===== src/rtl/mulpop_pkg.sv =====
// Shared definitions for the mulpop bus master: slave register map, FSM states,
// status bit positions and the bus request payload.
package mulpop_pkg;

  localparam int unsigned ADDR_W = 16;
  localparam int unsigned DATA_W = 32;
  localparam int unsigned OPND_W = 24;

  localparam logic [ADDR_W-1:0] REG_A1   = 16'h037F;
  localparam logic [ADDR_W-1:0] REG_A2   = 16'h0388;
  localparam logic [ADDR_W-1:0] REG_GO   = 16'h03A1;
  localparam logic [ADDR_W-1:0] REG_STAT = 16'h03A0;
  localparam logic [ADDR_W-1:0] REG_W    = 16'h0390;
  localparam logic [ADDR_W-1:0] REG_L    = 16'h0398;

  localparam int unsigned STAT_READY = 1;
  localparam int unsigned STAT_VALID = 0;

  typedef enum logic [3:0] {
    ST_IDLE,
    ST_WR_A1,
    ST_WR_A2,
    ST_WR_GO,
    ST_SETTLE,
    ST_POLL,
    ST_RD_W,
    ST_RD_L,
    ST_OUT
  } state_e;

  typedef struct packed {
    logic              rd;
    logic [ADDR_W-1:0] addr;
    logic [DATA_W-1:0] wdata;
  } bus_req_t;

  // Bus cycle issued on behalf of a given FSM state; status poll is the fallback.
  function automatic bus_req_t bus_req_for(input state_e st,
                                           input logic [OPND_W-1:0] a1,
                                           input logic [OPND_W-1:0] a2);
    bus_req_t r;
    r.rd    = 1'b1;
    r.addr  = REG_STAT;
    r.wdata = '0;
    case (st)
      ST_WR_A1: begin
        r.rd    = 1'b0;
        r.addr  = REG_A1;
        r.wdata = {{(DATA_W-OPND_W){1'b0}}, a1};
      end
      ST_WR_A2: begin
        r.rd    = 1'b0;
        r.addr  = REG_A2;
        r.wdata = {{(DATA_W-OPND_W){1'b0}}, a2};
      end
      ST_WR_GO: begin
        r.rd   = 1'b0;
        r.addr = REG_GO;
      end
      ST_RD_W: r.addr = REG_W;
      ST_RD_L: r.addr = REG_L;
      default: ;
    endcase
    return r;
  endfunction

endpackage


===== src/rtl/mulpop_bus_master_if.sv =====
// Job, result and slave register bus signals of the mulpop bus master.
interface mulpop_bus_master_if;
  import mulpop_pkg::*;

  logic              job_valid;
  logic              job_ready;
  logic [OPND_W-1:0] job_a1;
  logic [OPND_W-1:0] job_a2;

  logic              res_valid;
  logic              res_ready;
  logic [DATA_W-1:0] res_w;
  logic [OPND_W-1:0] res_ones;
  logic              res_ovf;
  logic              res_err;

  logic [ADDR_W-1:0] saddress;
  logic              srd;
  logic              swr;
  logic [DATA_W-1:0] sdata_out;
  logic [DATA_W-1:0] sdata_in;

  modport master (
    input  job_valid, job_a1, job_a2, res_ready, sdata_in,
    output job_ready, res_valid, res_w, res_ones, res_ovf, res_err,
    output saddress, srd, swr, sdata_out
  );

  modport slave (
    output job_valid, job_a1, job_a2, res_ready, sdata_in,
    input  job_ready, res_valid, res_w, res_ones, res_ovf, res_err,
    input  saddress, srd, swr, sdata_out
  );

endinterface


===== src/rtl/sbus_cycle.sv =====
// One slave register bus cycle: address phase, STROBE_CYC strobe-high cycles,
// release cycle with done; a new start in the release cycle chains with no gap.
module sbus_cycle
  import mulpop_pkg::*;
#(
  parameter int unsigned STROBE_CYC = 2
) (
  input  logic              clk,
  input  logic              n_reset,
  input  logic              start,
  input  logic              rw,
  input  logic [ADDR_W-1:0] addr,
  input  logic [DATA_W-1:0] wdata,
  output logic              done,
  output logic              busy,
  output logic [DATA_W-1:0] rdata,
  output logic [ADDR_W-1:0] saddress,
  output logic              srd,
  output logic              swr,
  output logic [DATA_W-1:0] sdata_out,
  input  logic [DATA_W-1:0] sdata_in
);

  localparam int unsigned     PH_W    = $clog2(STROBE_CYC + 2);
  localparam logic [PH_W-1:0] PH_HI   = PH_W'(STROBE_CYC);
  localparam logic [PH_W-1:0] PH_LAST = PH_W'(STROBE_CYC + 1);

  logic [PH_W-1:0] ph;
  logic            rd_q;

  always_ff @(posedge clk) begin
    if (!n_reset) begin
      busy      <= 1'b0;
      done      <= 1'b0;
      ph        <= '0;
      rd_q      <= 1'b0;
      rdata     <= '0;
      saddress  <= '0;
      srd       <= 1'b0;
      swr       <= 1'b0;
      sdata_out <= '0;
    end else begin
      done <= 1'b0;
      if (start) begin
        busy      <= 1'b1;
        ph        <= '0;
        rd_q      <= rw;
        saddress  <= addr;
        sdata_out <= wdata;
        srd       <= 1'b0;
        swr       <= 1'b0;
      end else if (busy) begin
        if (ph == PH_LAST) begin
          busy <= 1'b0;
        end else begin
          // Strobe is high for phases 1..STROBE_CYC; data sampled at the end of the last one.
          ph   <= ph + PH_W'(1);
          srd  <= rd_q && (ph < PH_HI);
          swr  <= !rd_q && (ph < PH_HI);
          done <= (ph == PH_HI);
          if (ph == PH_HI) rdata <= sdata_in;
        end
      end
    end
  end

endmodule


===== src/rtl/mulpop_bus_master.sv =====
// Sequencer driving the multiply/popcount slave: write operands, start, poll,
// read product and ones count. Define MULPOP_TIMEOUT_EN to bound polling by POLL_MAX.
module mulpop_bus_master
  import mulpop_pkg::*;
#(
  parameter int unsigned STROBE_CYC = 2,
  parameter int unsigned SETTLE_CYC = 8
`ifdef MULPOP_TIMEOUT_EN
  ,
  parameter int unsigned POLL_MAX   = 16
`endif
) (
  input logic                 clk,
  input logic                 n_reset,
  mulpop_bus_master_if.master bus
);

  localparam int unsigned SET_W = $clog2(SETTLE_CYC + 2);

  state_e            state_q, state_d;
  logic [SET_W-1:0]  settle_q, settle_d;
  logic [OPND_W-1:0] a1_q, a1_d, a2_q, a2_d;
  logic              job_ready_q, job_ready_d;
  logic              res_valid_q, res_valid_d;
  logic              res_ovf_q, res_ovf_d;
  logic [DATA_W-1:0] res_w_q, res_w_d;
  logic [OPND_W-1:0] res_ones_q, res_ones_d;

  logic              issue_c;
  state_e            issue_st_c;
  bus_req_t          req_c;
  logic              bus_done;
  logic              bus_busy;
  logic [DATA_W-1:0] bus_rdata;

`ifdef MULPOP_TIMEOUT_EN
  localparam int unsigned POLL_W = $clog2(POLL_MAX + 1);
  logic [POLL_W-1:0] poll_q, poll_d;
  logic              res_err_q, res_err_d;
`endif

  // Next-state and next-output logic; bus cycles are launched in the edge that
  // enters their state so consecutive cycles run back to back.
  always_comb begin
    state_d     = state_q;
    settle_d    = settle_q;
    a1_d        = a1_q;
    a2_d        = a2_q;
    res_valid_d = res_valid_q;
    res_ovf_d   = res_ovf_q;
    res_w_d     = res_w_q;
    res_ones_d  = res_ones_q;
    issue_c     = 1'b0;
    issue_st_c  = state_q;
`ifdef MULPOP_TIMEOUT_EN
    poll_d      = poll_q;
    res_err_d   = res_err_q;
`endif
    case (state_q)
      ST_IDLE: begin
        if (bus.job_valid) begin
          state_d = ST_WR_A1;
          a1_d    = bus.job_a1;
          a2_d    = bus.job_a2;
`ifdef MULPOP_TIMEOUT_EN
          res_err_d = 1'b0;
`endif
        end
      end
      ST_WR_A1: begin
        if (!bus_busy) issue_c = 1'b1;
        if (bus_done) begin
          state_d    = ST_WR_A2;
          issue_c    = 1'b1;
          issue_st_c = ST_WR_A2;
        end
      end
      ST_WR_A2: begin
        if (bus_done) begin
          state_d    = ST_WR_GO;
          issue_c    = 1'b1;
          issue_st_c = ST_WR_GO;
        end
      end
      ST_WR_GO: begin
        if (bus_done) begin
          state_d  = ST_SETTLE;
          settle_d = '0;
        end
      end
      ST_SETTLE: begin
        if (32'(settle_q) + 32'd1 >= SETTLE_CYC) begin
          state_d    = ST_POLL;
          issue_c    = 1'b1;
          issue_st_c = ST_POLL;
`ifdef MULPOP_TIMEOUT_EN
          poll_d     = '0;
`endif
        end else begin
          settle_d = settle_q + SET_W'(1);
        end
      end
      ST_POLL: begin
        if (bus_done) begin
          if (bus_rdata[STAT_READY]) begin
            res_ovf_d  = ~bus_rdata[STAT_VALID];
            state_d    = ST_RD_W;
            issue_c    = 1'b1;
            issue_st_c = ST_RD_W;
          end else begin
`ifdef MULPOP_TIMEOUT_EN
            if (32'(poll_q) + 32'd1 >= POLL_MAX) begin
              state_d     = ST_OUT;
              res_valid_d = 1'b1;
              res_err_d   = 1'b1;
              res_w_d     = '0;
              res_ones_d  = '0;
              res_ovf_d   = 1'b0;
            end else begin
              poll_d  = poll_q + POLL_W'(1);
              issue_c = 1'b1;
            end
`else
            issue_c = 1'b1;
`endif
          end
        end
      end
      ST_RD_W: begin
        if (bus_done) begin
          res_w_d    = bus_rdata;
          state_d    = ST_RD_L;
          issue_c    = 1'b1;
          issue_st_c = ST_RD_L;
        end
      end
      ST_RD_L: begin
        if (bus_done) begin
          res_ones_d  = bus_rdata[OPND_W-1:0];
          res_valid_d = 1'b1;
          state_d     = ST_OUT;
        end
      end
      ST_OUT: begin
        if (bus.res_ready) begin
          res_valid_d = 1'b0;
          state_d     = ST_IDLE;
        end
      end
      default: state_d = ST_IDLE;
    endcase
    job_ready_d = (state_d == ST_IDLE);
  end

  assign req_c = bus_req_for(issue_st_c, a1_q, a2_q);

  // State, counters and registered outputs.
  always_ff @(posedge clk) begin
    if (!n_reset) begin
      state_q     <= ST_IDLE;
      settle_q    <= '0;
      a1_q        <= '0;
      a2_q        <= '0;
      job_ready_q <= 1'b1;
      res_valid_q <= 1'b0;
      res_ovf_q   <= 1'b0;
      res_w_q     <= '0;
      res_ones_q  <= '0;
`ifdef MULPOP_TIMEOUT_EN
      poll_q      <= '0;
      res_err_q   <= 1'b0;
`endif
    end else begin
      state_q     <= state_d;
      settle_q    <= settle_d;
      a1_q        <= a1_d;
      a2_q        <= a2_d;
      job_ready_q <= job_ready_d;
      res_valid_q <= res_valid_d;
      res_ovf_q   <= res_ovf_d;
      res_w_q     <= res_w_d;
      res_ones_q  <= res_ones_d;
`ifdef MULPOP_TIMEOUT_EN
      poll_q      <= poll_d;
      res_err_q   <= res_err_d;
`endif
    end
  end

  sbus_cycle #(
    .STROBE_CYC(STROBE_CYC)
  ) u_sbus (
    .clk       (clk),
    .n_reset   (n_reset),
    .start     (issue_c),
    .rw        (req_c.rd),
    .addr      (req_c.addr),
    .wdata     (req_c.wdata),
    .done      (bus_done),
    .busy      (bus_busy),
    .rdata     (bus_rdata),
    .saddress  (bus.saddress),
    .srd       (bus.srd),
    .swr       (bus.swr),
    .sdata_out (bus.sdata_out),
    .sdata_in  (bus.sdata_in)
  );

  assign bus.job_ready = job_ready_q;
  assign bus.res_valid = res_valid_q;
  assign bus.res_w     = res_w_q;
  assign bus.res_ones  = res_ones_q;
  assign bus.res_ovf   = res_ovf_q;
`ifdef MULPOP_TIMEOUT_EN
  assign bus.res_err   = res_err_q;
`else
  assign bus.res_err   = 1'b0;
`endif

endmodule

===== src/flat_wrapper.sv =====
// flat-port wrapper written by rule: the top's interface ports become plain ports
module mulpop_bus_master_flat import mulpop_pkg::*;
#(
  parameter int unsigned STROBE_CYC = 2,
  parameter int unsigned SETTLE_CYC = 8

)
  (clk, n_reset, bus_job_valid, bus_job_a1, bus_job_a2, bus_res_ready, bus_sdata_in, bus_job_ready, bus_res_valid, bus_res_w, bus_res_ones, bus_res_ovf, bus_res_err, bus_saddress, bus_srd, bus_swr, bus_sdata_out);
  mulpop_bus_master_if bus_i ();
  input logic clk;
  input logic n_reset;
  input wire logic [$bits(bus_i.job_valid)-1:0] bus_job_valid;
  input wire logic [$bits(bus_i.job_a1)-1:0] bus_job_a1;
  input wire logic [$bits(bus_i.job_a2)-1:0] bus_job_a2;
  input wire logic [$bits(bus_i.res_ready)-1:0] bus_res_ready;
  input wire logic [$bits(bus_i.sdata_in)-1:0] bus_sdata_in;
  output wire logic [$bits(bus_i.job_ready)-1:0] bus_job_ready;
  output wire logic [$bits(bus_i.res_valid)-1:0] bus_res_valid;
  output wire logic [$bits(bus_i.res_w)-1:0] bus_res_w;
  output wire logic [$bits(bus_i.res_ones)-1:0] bus_res_ones;
  output wire logic [$bits(bus_i.res_ovf)-1:0] bus_res_ovf;
  output wire logic [$bits(bus_i.res_err)-1:0] bus_res_err;
  output wire logic [$bits(bus_i.saddress)-1:0] bus_saddress;
  output wire logic [$bits(bus_i.srd)-1:0] bus_srd;
  output wire logic [$bits(bus_i.swr)-1:0] bus_swr;
  output wire logic [$bits(bus_i.sdata_out)-1:0] bus_sdata_out;
  assign bus_i.job_valid = bus_job_valid;
  assign bus_i.job_a1 = bus_job_a1;
  assign bus_i.job_a2 = bus_job_a2;
  assign bus_i.res_ready = bus_res_ready;
  assign bus_i.sdata_in = bus_sdata_in;
  assign bus_job_ready = bus_i.job_ready;
  assign bus_res_valid = bus_i.res_valid;
  assign bus_res_w = bus_i.res_w;
  assign bus_res_ones = bus_i.res_ones;
  assign bus_res_ovf = bus_i.res_ovf;
  assign bus_res_err = bus_i.res_err;
  assign bus_saddress = bus_i.saddress;
  assign bus_srd = bus_i.srd;
  assign bus_swr = bus_i.swr;
  assign bus_sdata_out = bus_i.sdata_out;
  mulpop_bus_master #(.STROBE_CYC(STROBE_CYC), .SETTLE_CYC(SETTLE_CYC)) u_core (.clk(clk), .n_reset(n_reset), .bus(bus_i));
endmodule

===== config.mk =====
export PLATFORM = sky130hd
export DESIGN_NAME = mulpop_bus_master_flat
export DESIGN_NICKNAME = d
export VERILOG_FILES = /design/src/rtl/mulpop_pkg.sv /design/src/rtl/mulpop_bus_master_if.sv /design/src/rtl/sbus_cycle.sv /design/src/rtl/mulpop_bus_master.sv /design/src/flat_wrapper.sv
export SDC_FILE = /design/constraint.sdc
export NUM_CORES = 1
export LEC_CHECK = 0
export ABC_AREA = 0
export CAP_MARGIN = 20
export CORE_UTILIZATION = 50
export CTS_CLUSTER_DIAMETER = 200
export DETAILED_ROUTE_END_ITERATION = 6
export GPL_ROUTABILITY_DRIVEN = 0
export GPL_TIMING_DRIVEN = 1
export MAX_ROUTING_LAYER = met4
export PLACE_DENSITY = 0.88
export SYNTH_ARGS = -nofsm -noshare
export SYNTH_HDL_FRONTEND = slang
export SYNTH_HIERARCHICAL = 1
export SYNTH_SLANG_ARGS = --single-unit

===== constraint.sdc =====
create_clock -name clk -period 2.3 [get_ports clk]
set_input_delay 0.46 -clock clk [delete_from_list [all_inputs] [get_ports clk]]
set_output_delay 0.46 -clock clk [all_outputs]
set_load 0.05 [all_outputs]

==> flow_metrics.tcl, run 1 <==
set metrics [dict create \
    synthToLayoutAreaGrowth_pct 36.53 \
    worstPathCellList "ha_4 -> nand2b_4 -> mux2_4 -> a31oi_4 -> o32ai_4 -> and4bb_4 -> buf_12 -> nand3_1 -> o21ai_1" \
    numClockSinks 202 \
    stdcell_count 1324 \
    report.final.slew_viol_count 0 \
    hpwlAfterDp_um 13000 \
    path_buf_inv 1 \
    synth_cell_types 53 \
    finalSetupTns_ns 0 \
    viasPerCell 5.205 \
    arrival_ns 2.64 \
    syn_area_per_cell_um2 8.939 \
    reg2reg_depth 9 \
    setup_violations 0 \
    fp.dieH_um 129.9 \
    drv_cap 0 \
    clock.fmax_ghz 0.4475 \
    synthArstFlopShare_pct 0 \
    worst_hold_slack_ns 0.4143 \
    die_width_um 129.9 \
    synth_area_um2 8179 \
    p_clk_share_pct 43.6 \
    drive_gt1_share_pct 6.859 \
    cp_top_family "simple AND/OR/NAND/NOR gates" \
    wirelength_um 20720 \
    end_kind "register" \
    internal-power_w 0.006083 \
    num_vias 6891 \
    antenna_left 0 \
    worst_slew_pin_slew_ns 0.5769 \
    fin_ws_ns 0.06550 \
    design_area_um2 11170 \
    grtUsageTotal_pct 23.88 \
    drtIter0Drc 558 \
    fin_nets 1183 \
    dieArea_um2 16870 \
    leakagePower_nw 3.987 \
    combPwrFrac_pct 10.1 \
    finalCritPeriodShare_pct 97.15 \
    irDropWorstVdd_v 0.0006806 \
    r2r_slack_ns 0.07 \
    grt_max_degree 82 \
    power_frac_seq_pct 46.2 \
    fin_crit_ns 2.234 \
    cts_root_buf "clkbuf_16" \
    ys_seq_elements 202 \
    crit_start "u_core/settle_q[0]" \
    initial_core_util_pct 51.30 \
    fillCellCount 1206 \
    post-cts-setup-buffer-count 0 \
    netSwitchingFraction_pct 22.97 \
    synth_seq_area_share_pct 49.44 \
    clkLatencyLatePin_ns 0.49 \
    antenna_cells 0 \
    grt_overflow 0 \
    antenna_found_initial 0 \
    cp_slowest_cell "and4bb_4" \
    path_clk_slew_ns 0.06 \
    hold_depth 3 \
    dpl_cell_area_um2 10320 \
    core_um2 15940 \
    r2r_start "u_core/settle_q[0]" \
    hold_viol 0 \
    fin_skew_ns 0.006714 \
    fp-row-count 46 \
    relSlewSlack_pct 61.42 \
    status "complete, no violations" \
    crit_path_max_incr_delay_ns 0.53 \
    syn_inst 915 \
    min_from "n_reset" \
    synthFlopType "dfxtp_1" \
    htree_levels 1 \
    min_path_type "in -> reg" \
    placed_cells 1284 \
    portBuffers 192 \
    timing_worst_setup_path_type "reg -> reg" \
    ioPinCount 194 \
    numCtsBuffers 21 \
    max-clock-path-buffers 3 \
    yosys_warnings 6 \
    wl_per_cell_um 15.65 \
    drc 0 \
    dp_slack_ns 0.005685 \
    worst_setup_path_start_kind "register" \
    grt_pass1_wl_um 31270 \
    cts_tree "done" \
    min_to "u_core/settle_q[3]" \
    required_ns 2.71 \
    grt_pass1_vias 6377 \
    switching_power_w 0.001814 \
    cp_max_fo 7 \
    firstDrtPassIters 4 \
    synth_edf_count 0 \
    rr_endpoint "u_core/u_sbus/rdata[26]" \
    p_per_area_nw_per_um2 707.2 \
]
[power by group through the flow]
stage | Combinational, W | Clock, W | Sequential [W]
global placement | 0.000774 | 0 | 0.00372
finish | 0.000800 | 0.00345 | 0.00365
floorplan | 0.000365 | 0 | 0.00384
global route | 0.000855 | 0.00366 | 0.00366
detailed placement | 0.000784 | 0 | 0.00373
CTS | 0.000789 | 0.00351 | 0.00365
[routing by layer]
layer | part of all wire [%] | vias up | global-route usage, %
met1 | 42 | 3231 | 28.51
met4 | 3.5 | 0 | 9.508
li1 | - | 3384 | -
met3 | 6.6 | 53 | 4.920
met5 | 0 | - | -
met2 | 48 | 223 | 39.41
[cell usage in the layout (no fill, tap or decap), types with 13 or more instances in the layout]
master,instances
a21boi_0,13
a21boi_1,92
a22o_1,25
clkbuf_16,25
clkdlybuf4s50_1,191
conb_1,17
dfxtp_1,200
mux2i_1,52
nand2_1,251
nand3_1,35
nor2b_1,52
o21ai_1,34
[worst reg2reg max path: cells and delay by family, from the launching register on]
family	cells	cell delay [ns]
AO/OA/AOI/OAI	3	0.44
adder cells (fa/ha/maj)	1	0.16
buffers and inverters	1	0.16
flip-flops	1	0.36
multiplexers	1	0.28
AND/OR/NAND/NOR	3	0.75
[synthesized netlist by cell type (2+ instances only)]
| cell | n | area [um2] |
|---|---|---|
| a22o_1 | 25 | 219.0 |
| a31oi_1 | 2 | 12.51 |
| a211oi_1 | 2 | 15.01 |
| and2_1 | 4 | 25.02 |
| a21oi_1 | 6 | 30.03 |
| nand4b_1 | 2 | 17.52 |
| inv_1 | 5 | 18.77 |
| buf_1 | 3 | 11.26 |
| nand2b_1 | 7 | 43.79 |
| buf_8 | 2 | 30.03 |
| o31ai_1 | 2 | 15.01 |
| or2_1 | 2 | 12.51 |
| clkbuf_1 | 24 | 90.09 |
| conb_1 | 2 | 7.510 |
| a21boi_0 | 13 | 97.59 |
| nand2_1 | 251 | 942.2 |
| buf_4 | 9 | 67.56 |
| nand3_1 | 36 | 180.2 |
| buf_6 | 2 | 22.52 |
| ha_1 | 4 | 50.05 |
| nor2_2 | 3 | 18.77 |
| a21boi_1 | 92 | 690.7 |
| mux2i_1 | 52 | 520.5 |
| buf_2 | 34 | 170.2 |
| nor2_1 | 11 | 41.29 |
| o21a_1 | 2 | 15.01 |
| nor2b_1 | 52 | 325.3 |
| dfxtp_1 | 202 | 4044 |
| xnor2_1 | 4 | 35.03 |
| o21ai_1 | 34 | 170.2 |
| nor3_1 | 4 | 20.02 |
[how the worst max path moves through the flow]
stage	slack (ns)	depth (start not counted)	endpoint
finish	0.07	9	u_core/u_sbus/rdata[26]
global route	-0.007	9	u_core/u_sbus/rdata[18]
CTS	0.04	9	u_core/u_sbus/rdata[26]
detailed placement	0.006	9	u_core/u_sbus/rdata[26]
global placement	0.14	9	u_core/u_sbus/rdata[24]
floorplan	0.21	10	u_core/u_sbus/rdata[10]
[registers in the layout (all words and copies together), names as in the netlist, 2 cells and up]
| signal | count |
|---|---|
| u_core/settle_q | 4 |
| u_core/a1_q | 24 |
| u_core/u_sbus/ph | 2 |
| u_core/u_sbus/saddress | 16 |
| u_core/bus.res_w | 32 |
| u_core/u_sbus/rdata | 32 |
| u_core/state_q | 4 |
| u_core/a2_q | 24 |
| u_core/u_sbus/sdata_out | 32 |
| u_core/bus.res_ones | 24 |
[layout make-up]
type,count,area [um2],share of cell area [%]
sequential,202,4049,36.26
multi-input combinational,648,3846,34.44
timing repair buffer,216,2277,20.39
clock buffer,28,581.8,5.210
tap,216,270.3,2.420
clock inverter,8,120.1,1.076
inverter,6,22.52,0.2017
[repair_timing]
action                                  CTS  global route
endpoints found under the setup margin    1            30
hold buffers                              0             0
gates resized for setup                   1             9
pin swaps                                 0             3
gates cloned                              0             4
[per-stage QoR]
stage | power [W] | utilization, %
CTS | 0.007947 | 69.14
floorplan | 0.004204 | -
finish | 0.007897 | 70.04
global placement | 0.004498 | 64.72
detailed placement | 0.004513 | 64.72
global route | 0.008178 | 70.04
[kinds of logic (layout without fill, tap and decap cells)]
group,Yosys count,after routing,share of synthesized area [%]
buf+inv,80,258,5.063
fa+ha+maj,4,4,0.6119
mux,53,53,6.547
flops,202,202,49.44
xor+xnor,4,4,0.4283
simple gates,381,381,20.99
compound gates,189,189,16.83
other cells,2,17,0.09182
(Power assumes the default switching activity.)
==> run 2: changes to the inputs <==
- MAX_ROUTING_LAYER: met4 -> unset
- SETUP_SLACK_MARGIN: unset -> 0.05
==> run 2 against run 1 <==
Highest routed layer unchanged. Routed wire length rose by 2.5%. Non-clock buffer count rose by 3. Register-to-register slack barely moved. Via count rose by 1.5%. Flip-flop and latch count did not move. Total power rose by 0.27%. First-iteration DRC count rose by 3.2%. Combinational power rose by 1%. Sequential power barely moved. Global-route usage fell by 0.75 points. Final area rose by 0.91%. Clock power barely moved.
==> flow_metrics.tcl, run 2 (same netlist as run 1, synthesis figures left out) <==
set metrics [dict create \
    status "complete, no violations" \
    drive_gt1_share_pct 7.921 \
    fin_nets 1186 \
    worst_hold_slack_ns 0.4261 \
    initial_core_util_pct 51.30 \
    grt_setup_unrepaired "no" \
    fp.dieH_um 129.9 \
    grt_max_degree 82 \
    numCtsBuffers 21 \
    fin_skew_ns 0.007600 \
    wirelength_um 21250 \
    drv_cap 0 \
    irDropWorstVdd_v 0.0006807 \
    finalCritPeriodShare_pct 96.58 \
    arrival_ns 2.63 \
    layout_commonest_cell "nand2_1" \
    end_kind "register" \
    leakagePower_nw 4.015 \
    required_ns 2.71 \
    stdcell_count 1327 \
    antenna_left 0 \
    finalSetupTns_ns 0 \
    drtIter0Drc 576 \
    antenna_found_initial 0 \
    fin_crit_ns 2.221 \
    report.final.slew_viol_count 0 \
    path_clk_slew_ns 0.06 \
    grt_pass1_vias 6367 \
    fp-row-count 46 \
    antenna_cells 0 \
    dieArea_um2 16870 \
    cp_max_fo 9 \
    final_cell_mix "nand2_1 (251), dfxtp_1 (200), clkdlybuf4s50_1 (191)" \
    wl_per_cell_um 16.01 \
    cts_root_buf "clkbuf_16" \
    placed_cells 1284 \
    synthToLayoutAreaGrowth_pct 37.77 \
    clkLatencyLatePin_ns 0.49 \
    max-clock-path-buffers 3 \
    ioPinCount 194 \
    relSlewSlack_pct 61.14 \
    timing_worst_setup_path_type "reg -> reg" \
    grtUsageTotal_pct 23.13 \
    drc 0 \
    hpwlAfterDp_um 13000 \
    clock.fmax_ghz 0.4502 \
    firstDrtPassIters 5 \
    min_path_type "in -> reg" \
    num_vias 6993 \
    worst_slew_pin_slew_ns 0.5811 \
    htree_levels 1 \
    fin_util_pct 70.68 \
    core_um2 15940 \
    grt_pass1_wl_um 31250 \
    portBuffers 192 \
    grt_overflow 0 \
    cts_tree "done" \
    numClockSinks 202 \
    p_per_area_nw_per_um2 702.7 \
    viasPerCell 5.270 \
    setup_violations 0 \
    die_width_um 129.9 \
    hold_viol 0 \
    worst_setup_path_start_kind "register" \
]
==> run 2: changes by cell type in the layout (fill, tap and decap cells not counted) <==
cell       delta
nand3_1       -8
nand3_2       +8
buf_12        +1
buf_6         +1
nor3_1        -1
nor3_2        +1
clkbuf_16     +1
==> run 2: path summary, 6_finish.rpt <==
path,startpoint,to,cells past startpoint,slack (ns)
setup reg to reg,u_core/settle_q[0],u_core/u_sbus/rdata[9],10,0.08
hold / removal,n_reset,u_core/settle_q[3],3,0.43
hold reg to reg,u_core/u_sbus/rdata[30],u_core/bus.res_w[30],2,0.44
setup / recovery,u_core/settle_q[0],u_core/u_sbus/rdata[9],10,0.08
==> run 2: cell type report <==
cell class,instances,area (um2)
Tap cell,216,270.3
Fill cell,1188,4674
Inverter,6,22.52
Clock inverter,8,120.1
Clock buffer,28,581.8
Timing Repair Buffer,219,2333
Multi-Input combinational cell,648,3891
Sequential cell,202,4049
==> run 2: worst max-delay path: stages, from the launching register on <==
cell	delay (ns)
dfxtp_4	0.36
ha_4	0.16
nand2b_4	0.12
mux2_4	0.29
a31oi_4	0.18
o32ai_4	0.12
and4bb_4	0.38
buf_12	0.16
buf_12	0.13
nand3_1	0.10
o21ai_1	0.14
==> run 2: metal layers <==
layer | vias up | global-route usage, % | wire length, um
li1 | 3401 | - | -
met1 | 3267 | 28.22 | 8505
met2 | 271 | 39.16 | 10250
met3 | 54 | 5.494 | 1732
met4 | 0 | 9.576 | 752
met5 | - | 0 | 0
==> run 2: timing repair <==
action / in CTS / in global routing
setup endpoints to repair: 5 / 30
pin swaps: 0 / 7
cloned: 0 / 6
gates resized for setup: 2 / 17
hold buffers: 0 / 0
setup buffers: 0 / 1
==> run 2: where the power goes <==
| part | switching [W] | leakage (nW) | total (W) | internal (W) |
|---|---|---|---|---|
| Clock | 0.00135 | 0.340 | 0.00346 | 0.00211 |
| Combinational | 0.000427 | 2.04 | 0.000809 | 0.000382 |
| Sequential | 0.0000564 | 1.64 | 0.00365 | 0.00360 |
| Total | 0.00183 | 4.01 | 0.00792 | 0.00609 |
==> run 2: per-stage QoR <==
step	total power [W]	setup WS [ns]	instance area, um2
6_report	0.007919	0.07869	11270
5_1_grt	0.008184	0.02064	11270
4_1_cts	0.007948	0.07306	11030
3_5_place_dp	0.004513	0.005685	10320
3_3_place_gp	0.004498	0.1356	10320
2_1_floorplan	0.004204	0.2120	8235
==> run 3: changes to the inputs <==
- CORE_UTILIZATION: 50 -> 40
- PLACE_DENSITY: 0.88 -> 0.74
==> run 3 against run 2 <==
Utilization decreased by 13 points. Fmax is 2.5% higher. Combinational power is essentially flat. Critical path depth is 9 lower. Cell count rose by 4.3%. Clock power rose by 4%. Sequential share of layout area decreased by 0.37 points. Register-to-register slack better by 0.08 ns. Global-route usage shrank 4.9 points. Worst setup slack improved by 0.054 ns. First-iteration DRC count fell by 52%. Hold slack lost 0.082 ns. Critical path type is now reg -> out. Largest cell class unchanged. Largest power group unchanged.
==> flow_metrics.tcl, run 3 (same netlist as run 1, synthesis figures left out) <==
set metrics [dict create \
    arrival_ns 1.71 \
    grt_max_degree 99 \
    final_cell_mix "nand2_1 (251), dfxtp_1 (201), clkdlybuf4s50_1 (191)" \
    antenna_found_initial 1 \
    core_um2 19780 \
    drv_cap 0 \
    leakagePower_nw 4.077 \
    worst_slew_pin_slew_ns 0.5642 \
    clkLatencyLatePin_ns 0.50 \
    setup_violations 0 \
    min_to "u_core/settle_q[3]" \
    reg2reg_depth 10 \
    required_ns 1.84 \
    grtUsageTotal_pct 18.22 \
    fin_skew_ns 0.01420 \
    firstDrtPassIters 5 \
    stdcell_count 1384 \
    clock.fmax_ghz 0.4613 \
    numCtsBuffers 22 \
    design_area_um2 11370 \
    fin_util_pct 57.50 \
    fp-row-count 51 \
    timing_worst_setup_path_type "reg -> out" \
    hold_depth 3 \
    htree_levels 1 \
    numClockSinks 202 \
    report.final.slew_viol_count 0 \
    grt_pass1_wl_um 31860 \
    initial_core_util_pct 41.35 \
    path_clk_slew_ns 0.06 \
    r2r_slack_ns 0.16 \
    antenna_left 0 \
    finalCritPeriodShare_pct 94.25 \
    path_buf_inv 1 \
    crit_path_max_incr_delay_ns 0.85 \
    cp_max_fo 2 \
    fp.dieH_um 145.0 \
    min_from "n_reset" \
    dieArea_um2 21020 \
    status "complete, no violations" \
    drtIter0Drc 276 \
    irDropWorstVdd_v 0.0005108 \
    min_path_type "in -> reg" \
    grt_pass1_vias 6321 \
    wirelength_um 20250 \
    grt_overflow 0 \
    worst_hold_slack_ns 0.3442 \
    r2r_start "u_core/settle_q[0]" \
    relSlewSlack_pct 62.27 \
    fin_crit_ns 2.168 \
    cts_hold_buf 0 \
    hold_viol 0 \
    wl_per_cell_um 14.63 \
    ioPinCount 194 \
    placed_cells 1335 \
    num_vias 6805 \
    cp_top_family "buffers and inverters" \
    dpl_cell_area_um2 10420 \
    layout_commonest_cell "nand2_1" \
    viasPerCell 4.917 \
    hpwlAfterDp_um 12710 \
    fin_nets 1191 \
    cts_root_buf "clkbuf_16" \
    grt_setup_unrepaired "no" \
    synthToLayoutAreaGrowth_pct 39.07 \
    finalSetupTns_ns 0 \
    portBuffers 192 \
    worstPathCellList "clkdlybuf4s50_1" \
    cts_tree "done" \
    cp_slowest_cell "clkdlybuf4s50_1" \
    max-clock-path-buffers 3 \
    end_kind "output pin" \
    rr_endpoint "u_core/u_sbus/rdata[17]" \
    die_width_um 145.0 \
    drive_gt1_share_pct 7.513 \
    drc 0 \
    worst_setup_path_start_kind "register" \
    p_per_area_nw_per_um2 709.7 \
]
run 3: cell types whose count changed in the layout (fill, tap and decap cells not counted), moves of 2 or more:
cell	previous run	this run
clkbuf_8	3	8
nand3_2	10	2
nand3_1	27	35
buf_12	9	12
clkinvlp_4	2	0
buf_4	11	13
run 3: stage by stage:
step                      worst slack (ns)  power [W]
after global routing               0.05771   0.008387
after global placement              0.1501   0.004514
after CTS                          0.06772   0.008148
after detailed placement           0.08489   0.004523
final                               0.1323   0.008072
after floorplan                     0.2120   0.004204
run 3: timing repair:
| item | 4_1_cts | 5_1_grt |
|---|---|---|
| resized for setup | 0 | 7 |
| buffers inserted | 0 | 3 |
| setup endpoints to repair | 0 | 46 |
run 3: power by group:
group	switching (W)	internal, W
sequential	0.0000525	0.00360
combinational	0.000420	0.000389
clock	0.00137	0.00224
total	0.00184	0.00623
run 3: worst max-delay path by stage:
stage / startpoint / end / slack, ns / depth (start not counted)
after global routing: u_core/settle_q[0] / u_core/u_sbus/rdata[10] / 0.06 / 10
after detailed placement: u_core/settle_q[0] / u_core/u_sbus/rdata[10] / 0.08 / 9
final: u_core/bus.res_ones[1] / bus_res_ones[1] / 0.13 / 1
after floorplan: u_core/settle_q[0] / u_core/u_sbus/rdata[10] / 0.21 / 10
after CTS: u_core/settle_q[0] / u_core/u_sbus/rdata[25] / 0.07 / 9
after global placement: u_core/settle_q[0] / u_core/u_sbus/rdata[19] / 0.15 / 9
run 3: layout make-up:
| class | count | area (um2) |
|---|---|---|
| inverter | 6 | 22.52 |
| multi-input combinational | 648 | 3827 |
| timing repair buffer | 223 | 2384 |
| tap | 265 | 331.6 |
| clock buffer | 34 | 675.6 |
| clock inverter | 5 | 86.33 |
| fill | 1788 | 8407 |
| antenna | 1 | 2.502 |
| sequential | 202 | 4045 |
run 3: layer usage:
metal	global-route usage, %	wire length [um]	vias up
met5	0	0	-
met4	4.734	379	0
met3	4.623	1464	30
met2	29.57	9397	216
met1	23.94	9009	3158
li1	-	-	3401
